--- config.mk ---
export PLATFORM = sky130hd
export DESIGN_NAME = tbu_ctrl
export DESIGN_NICKNAME = d
export VERILOG_FILES = /design/src/rtl/tbu_ctrl.sv
export SDC_FILE = /design/constraint.sdc
export NUM_CORES = 1
export LEC_CHECK = 0
export CELL_PAD_IN_SITES_DETAIL_PLACEMENT = 0
export CELL_PAD_IN_SITES_GLOBAL_PLACEMENT = 2
export CORE_MARGIN = 2
export CORE_UTILIZATION = 30
export CTS_BUF_LIST = sky130_fd_sc_hd__clkbuf_4 sky130_fd_sc_hd__clkbuf_8
export CTS_CLUSTER_SIZE = 20
export DETAILED_ROUTE_END_ITERATION = 8
export GPL_ROUTABILITY_DRIVEN = 0
export HOLD_SLACK_MARGIN = 0.08
export PLACE_DENSITY_LB_ADDON = 0.15
export SLEW_MARGIN = 20
export SYNTH_ARGS = -nofsm -noshare
export SYNTH_HDL_FRONTEND = slang
export SYNTH_SLANG_ARGS = --single-unit
--- constraint.sdc ---
create_clock -name clk -period 2.3 [get_ports clk]
set_input_delay 0.46 -clock clk [delete_from_list [all_inputs] [get_ports clk]]
set_output_delay 0.46 -clock clk [all_outputs]
set_load 0.02 [all_outputs]
--- src/rtl/tbu_ctrl.sv ---
// Traceback unit controller: counts ACS decision fills, picks the best start state,
// walks the decision memory newest-to-oldest and emits one decoded bit per traceback.
module tbu_ctrl #(
  parameter int unsigned TBL      = 15,
  parameter int unsigned PM_WIDTH = 8
) (
  input  logic                    clk,
  input  logic                    rst_n,
  input  logic                    valid_i,
  input  logic                    flush_i,
  input  logic [PM_WIDTH-1:0]     pm_s0_i,
  input  logic [PM_WIDTH-1:0]     pm_s1_i,
  input  logic [PM_WIDTH-1:0]     pm_s2_i,
  input  logic [PM_WIDTH-1:0]     pm_s3_i,
  input  logic [3:0]              rd_data_i,
  output logic                    pmu_valid_o,
  output logic [$clog2(TBL)-1:0]  rd_addr_o,
  output logic                    ready_o,
  output logic                    bit_o,
  output logic                    bit_valid_o,
  output logic                    drop_o
);

  localparam int unsigned AW = $clog2(TBL);
  localparam int unsigned FW = $clog2(TBL + 1);
  localparam logic [FW-1:0] FILL_MAX = FW'(TBL);

  localparam logic [1:0] S_IDLE  = 2'd0;
  localparam logic [1:0] S_SEL   = 2'd1;
  localparam logic [1:0] S_TRACE = 2'd2;
  localparam logic [1:0] S_EMIT  = 2'd3;

  logic [1:0]    r_state;
  logic [FW-1:0] r_fill;
  logic [1:0]    r_tb_state;
  logic [AW-1:0] r_rd_addr;
  logic          r_bit;
  logic          r_bit_valid;
  logic          r_drop;

  logic                w_ready;
  logic                w_accept;
  logic                w_fill_hit;
  logic                w_i01;
  logic                w_i23;
  logic                w_hi;
  logic [PM_WIDTH-1:0] w_m01;
  logic [PM_WIDTH-1:0] w_m23;
  logic [1:0]          w_min_idx;

  assign w_ready    = (r_state == S_IDLE);
  assign w_accept   = valid_i & w_ready;
  assign w_fill_hit = (r_fill >= FILL_MAX - FW'(1));

  // Strict less-than at each level keeps ties on the lower index.
  assign w_i01     = (pm_s1_i < pm_s0_i);
  assign w_m01     = w_i01 ? pm_s1_i : pm_s0_i;
  assign w_i23     = (pm_s3_i < pm_s2_i);
  assign w_m23     = w_i23 ? pm_s3_i : pm_s2_i;
  assign w_hi      = (w_m23 < w_m01);
  assign w_min_idx = w_hi ? {1'b1, w_i23} : {1'b0, w_i01};

  always_ff @(posedge clk or negedge rst_n) begin
    if (!rst_n) begin
      r_state     <= S_IDLE;
      r_fill      <= '0;
      r_tb_state  <= 2'd0;
      r_rd_addr   <= '0;
      r_bit       <= 1'b0;
      r_bit_valid <= 1'b0;
      r_drop      <= 1'b0;
    end else begin
      if (flush_i) begin
        r_fill <= w_accept ? FW'(1) : '0;
      end else if (w_accept && (r_fill != FILL_MAX)) begin
        r_fill <= r_fill + FW'(1);
      end

      if (valid_i && !w_ready) r_drop <= 1'b1;

      r_bit_valid <= 1'b0;
      case (r_state)
        S_IDLE: begin
          if (w_accept && !flush_i && w_fill_hit) r_state <= S_SEL;
        end
        S_SEL: begin
          r_tb_state <= w_min_idx;
          r_rd_addr  <= AW'(TBL - 1);
          r_state    <= S_TRACE;
        end
        S_TRACE: begin
          r_tb_state <= {r_tb_state[0], rd_data_i[r_tb_state]};
          if (r_rd_addr != '0) begin
            r_rd_addr <= r_rd_addr - AW'(1);
          end else begin
            // Oldest step: the decoded bit is the MSB of the state before this update.
            r_bit       <= r_tb_state[1];
            r_bit_valid <= 1'b1;
            r_rd_addr   <= '0;
            r_state     <= S_EMIT;
          end
        end
        S_EMIT: begin
          r_state <= S_IDLE;
        end
        default: begin
          r_state <= S_IDLE;
        end
      endcase
    end
  end

  assign pmu_valid_o = w_accept;
  assign ready_o     = w_ready;
  assign rd_addr_o   = r_rd_addr;
  assign bit_o       = r_bit;
  assign bit_valid_o = r_bit_valid;
  assign drop_o      = r_drop;

endmodule

## Yosys cells after proc, flatten, opt, wreduce, memory -nomap -nowiden

Cells that the tools add are included.

| storage, ports and cells | value |
|---|---|
| flip-flop bits (word level) | 15 |
| input bits | 40 |

| operators by class | value |
|---|---|
| add/sub/neg operators | 2 |
| order comparisons | 5 |
| eq/ne operators | 6 |
| mux-type cells | 16 |
| bitwise logic cells | 2 |
| reductions and logical operators | 12 |

Operators by type and width:

| cell | number |
|---|---|
| less-than comparator 8 bit | 3 |
| two-way mux 8 bit | 2 |
| two-way mux 4 bit | 3 |
| case mux 2 bit (4 select lines) | 1 |
| case mux 4 bit (2 select lines) | 1 |
| two-way mux 2 bit | 3 |
| adder 4 x 1 -> 4 bit, second input constant | 1 |
| equality test 2 bit, second input constant | 2 |
| greater-or-equal comparator 4 bit, second input constant | 1 |
| logical AND 1 bit | 4 |
| two-way mux 1 bit | 4 |
| inequality test 4 bit, second input constant | 1 |
| case mux 2 bit (2 select lines) | 1 |
| AND reduction 2 bit | 2 |
| nonzero test 2 bit | 2 |
| nonzero test 4 bit | 1 |
| subtractor 4 x 1 -> 4 bit, second input constant | 1 |
| less-than comparator 2 x 3 -> 1 bit, second input constant | 1 |
| binary-select mux 1 bit (select 2 bit) | 1 |
| equality test 2 x 1 -> 1 bit, second input constant | 1 |
| zero test 1 bit | 2 |
| zero test 2 bit | 1 |
| inequality test 2 x 1 -> 1 bit, second input constant | 1 |
| inequality test 2 bit, second input constant | 1 |
| 2 further kinds | 2 |

## Logic depth before layout (Yosys ltp)

| logic depth | value |
|---|---|
| depth after elaboration | 6 |
| mapped depth | 14 |
| mapped depth without buffers | 14 |

## Least setup slack after synthesis

OpenSTA, ideal clock, no wires.

| timing | value |
|---|---|
| path type | input-to-reg |
| start point | in pm_s0_i[1] |
| end point | reg r_tb_state[0] |
| library setup time | 0.080 ns |
| data arrival time | 3.089 ns |
| data required time | 2.220 ns |
| path slack | -0.869 ns |
| cell stages on the path | 12 |
| cells stage by stage | inv_1 ha_1 a2111o_1 and3b_4 nor2_2 mux2i_1 ha_1 o2111a_1 nand4_1 a21oi_2 or4b_4 o211ai_2 |

| on the way | value |
|---|---|
| longest elaborated chain between the ends | 5 |

Ends and longest elaborated chain:

| item | line | source |
|---|---|---|
| start, declared | 11 | `input logic [PM_WIDTH-1:0] pm_s0_i,` |
| less-than comparator 8 bit | 56 | `assign w_i01 = (pm_s1_i < pm_s0_i);` |
| two-way mux 8 bit | 57 | `assign w_m01 = w_i01 ? pm_s1_i : pm_s0_i;` |
| less-than comparator 8 bit | 60 | `assign w_hi = (w_m23 < w_m01);` |
| two-way mux 2 bit (*) | 61 | `assign w_min_idx = w_hi ? {1'b1, w_i23} : {1'b0, w_i01};` |
| case mux 2 bit (2 select lines) (*) | 82 | `case (r_state)` |
| end signal, assigned | 87 | `r_tb_state <= w_min_idx;` |
| end signal, assigned | 92 | `r_tb_state <= {r_tb_state[0], rd_data_i[r_tb_state]};` |
| end, declared | 35 | `logic [1:0] r_tb_state;` |

Every way passes the cells marked *; elsewhere a longest branch is shown, timed or not.
A chain may end at the register's enable or synchronous reset.

## Worst setup path in the final report

| timing | value |
|---|---|
| start point | in pm_s1_i[1] |
| end point | reg r_tb_state[0] |

| on the way | value |
|---|---|
| longest elaborated chain between the ends | 5 |

Ends and longest elaborated chain:

| item | line | source |
|---|---|---|
| start, declared | 12 | `input logic [PM_WIDTH-1:0] pm_s1_i,` |
| less-than comparator 8 bit | 56 |  |
| two-way mux 8 bit | 57 |  |
| less-than comparator 8 bit | 60 |  |
| two-way mux 2 bit (*) | 61 |  |
| case mux 2 bit (2 select lines) (*) | 82 |  |

Marks and branches as above.

==> results <==
-- routing by layer --
layer,up-vias,global-route usage (%),routed length [µm]
li1,795,-,-
met1,732,21.9,2120
met2,25,28.2,2220
met3,0,3.31,126
met4,0,2.34,0
met5,-,0,0
-- worst reg2reg max path: stages (launching register included) --
cell and delay (ns):
dfrtp_1 0.37, inv_1 0.05, ha_1 0.45, nor2_1 0.07
nor2_1 0.15, nand2_1 0.08, or4b_4 0.48, o211ai_2 0.07
-- area by class of cell --
| cell class | instances | area [µm²] |
|---|---|---|
| timing repair buffer | 86 | 699 |
| sequential | 15 | 375 |
| inverter | 21 | 88.8 |
| clock buffer | 4 | 48.8 |
| tap | 70 | 87.6 |
| multi-input combinational | 136 | 1490 |
| fill | 482 | 2220 |
-- through the flow --
| step | std cells | power, µW |
|---|---|---|
| 5_1_grt | 332 | 2000 |
| 2_1_floorplan | 172 | 1050 |
| 6_report | 332 | 1830 |
| 3_3_place_gp | 314 | 1410 |
| 4_1_cts | 330 | 1820 |
| 3_5_place_dp | 314 | 1440 |
-- sequential cells by signal, summed over array words and instances, names as in the netlist --
name,cells
r_tb_state,2
drop_o,1
r_fill,4
rd_addr_o,4
bit_o,1
bit_valid_o,1
r_state,2
-- path summary, 6_finish.rpt --
check	slack (ns)	endpoint
setup / recovery	-0.62	r_tb_state[0]$_DFFE_PN0P_
hold / removal	0.48	drop_o$_DFFE_PN0P_
setup reg to reg	0.51	r_tb_state[0]$_DFFE_PN0P_
hold reg to reg	0.48	drop_o$_DFFE_PN0P_
max in group asynchronous	1.19	rd_addr_o[3]$_DFFE_PN0P_
min in group asynchronous	0.65	drop_o$_DFFE_PN0P_
-- timing repair --
item,CTS,global route
pin swaps,29,20
endpoints found under the setup margin,2,3
gates resized for setup,158,36
gates cloned,1,0
hold buffers,0,0
buffers inserted,11,2
-- kinds of logic after synthesis --
logic type      count (synthesis)  synth area share, %
mux                            17                 11.8
simple gates                   56                 18.0
xor+xnor                        2                 1.14
fa+ha+maj                      25                 20.4
compound gates                 35                 18.9
buf+inv                        22                 5.39
flops                          15                 24.5
-- power by group --
group / internal (µW) / switching, µW
combinational: 573 / 581
sequential: 355 / 90.9
clock: 134 / 95.0
-- cell usage in the layout (no fill, tap or decap), types with 2 or more instances in the layout --
master | Yosys | routed
a21o_1 | 2 | 2
mux2i_4 | 0 | 4
nand4_1 | 4 | 4
mux2_2 | 8 | 2
o21a_1 | 3 | 3
o31ai_4 | 2 | 4
ha_4 | 0 | 19
o21ai_0 | 7 | 6
nor2_1 | 17 | 16
mux2i_2 | 0 | 2
a21oi_1 | 8 | 5
dlygate4sd2_1 | 0 | 2
nand2b_4 | 0 | 2
ha_1 | 25 | 5
nand2_1 | 18 | 18
buf_4 | 0 | 32
dfrtp_1 | 15 | 15
clkdlybuf4s50_1 | 0 | 15
buf_6 | 0 | 10
nor2_4 | 0 | 2
inv_2 | 0 | 8
and2_1 | 3 | 3
clkdlybuf4s15_1 | 0 | 2
clkbuf_2 | 0 | 4
mux2_4 | 0 | 6
clkbuf_8 | 0 | 3
a21oi_2 | 1 | 4
nand2b_1 | 4 | 2
o211ai_1 | 2 | 2
inv_4 | 0 | 2
inv_1 | 21 | 10
buf_8 | 0 | 2
buf_2 | 0 | 17
xor2_1 | 2 | 2
mux2i_1 | 9 | 3
==> results.yml <==
finish:
  layout.nets: 328
  n_antenna_cell: 0
  post-route-util_pct: 55.6
  syn_to_final_growth_pct: 81.7
  stdcell_area_um2: 2790
  drive_gt1_share_pct: 51.1
timing:
  skew_ns: 0.00260
  period_needed_ns: 2.92
  finalSetupViolCount: 2
  hold_violations: 0
  worst_slew_pin_slew_ns: 0.733
  clock.fmax_mhz: 342
  drv_slew: 0
  hold_ws_ns: 0.480
  setup_slack_ns: -0.621
  tns_ns: -1.17
  relSlewSlack_pct: 51.0
  grt_setup_unrepaired: "true"
  fin_crit_sh_pct: 127
worst_setup_path:
  crit_path_cell_trace: "buf_8 > ha_4 > a2111o_1 > and3b_4 > nor2_4 > buf_6 > mux2i_4 > ha_4 > a21o_1 > a21oi_2 > nand2_1 > or4b_4 > o211ai_2"
  worst_path_max_delay_cell: "or4b_4"
  critPathKind: "in2reg"
  cp-startpoint: "pm_s1_i[1]"
  critPathMaxFanout: 4
  arrival_ns: 3.10
  worst-path-stages: 13
  reg2regPathDepth: 7
  end_kind: "flop"
  worstPathRequired_ns: 2.48
  max_stage_delay_ns: 0.48
  cp_top_family: "simple AND/OR/NAND/NOR gates"
  cp-start-kind: "primary input"
  critPathBufInv: 2
  crit_top_cell: "ha_4"
  r2r-start: "r_state[1]$_DFFE_PN0P_"
place:
  pre_cts_ws_ns: -1.46
  place_area_um2: 2310
  numPortBuffers: 48
  dp_hpwl_um: 3220
routing:
  drt-total-wl_um: 4460
  vias_per_cell: 4.67
  drc_errors: 0
  vias: 1552
  drtAntennaViolNets: 0
  wire_per_inst_um: 13.4
  drt_iter0_markers: 30
  first_pass_iters: 4
logic_synthesis:
  synthTopCellsByArea: "dfrtp_1 (24%), ha_1 (20%), mux2i_1 (5.9%)"
  yosysSeqAreaShare_pct: 24.5
  syn_avg_cell_area_um2: 8.91
  ys_seq_elements: 15
  syn_inst: 172
  synth-main-ff-cell: "dfrtp_1"
  yosysWarningCount: 0
  synth-edff-count: 0
  async_flop_share_pct: 100
  yosys.area.top_type: "dfrtp_1"
  yosysMostFrequentCell: "ha_1"
  syn_area_um2: 1530
  synthTopCellsByCount: "ha_1 (25), inv_1 (21), nand2_1 (18)"
  synth_cell_types: 38
  syn-num-nets: 237
  synth_top_area_share_pct: 24.5
clock_tree:
  clk_latency_ns: 0.25
  cts_buffers: 3
  htree_levels: 1
  clk_pin_slew_ns: 0.06
  cts.path.max_buffers: 2
  clock-root-buffer: "clkbuf_8"
  cts_tree: "yes"
  clock_sinks: 15
die:
  die-area_um2: 5700
  die_w_um: 75.5
  fp.coreArea_um2: 5010
  num_rows: 26
  ios: 49
  initial_utilization_pct: 30.6
  die_h_um: 75.5
worst_hold_path:
  hold_class: "reg2reg"
  holdCritStartpoint: "drop_o$_DFFE_PN0P_"
  holdPathStages: 1
global_routing:
  antenna_found_initial: 0
  grt_usage_pct: 16.4
  grt_pass1_wl_um: 7170
  grt_pass1_vias: 1622
  grt_max_degree: 16
  gr-total-overflow: 0
outcome:
  violations: "negative setup slack"
  status: "finished with violations"
power_and_ir_drop:
  ir_drop_mv: 0.442
  power.leakage_uw: 0.00123
  p_per_area_nw_per_um2: 657
flow_run:
  drv_cap: 0
No activity file was read; power rests on OpenSTA's default activity.
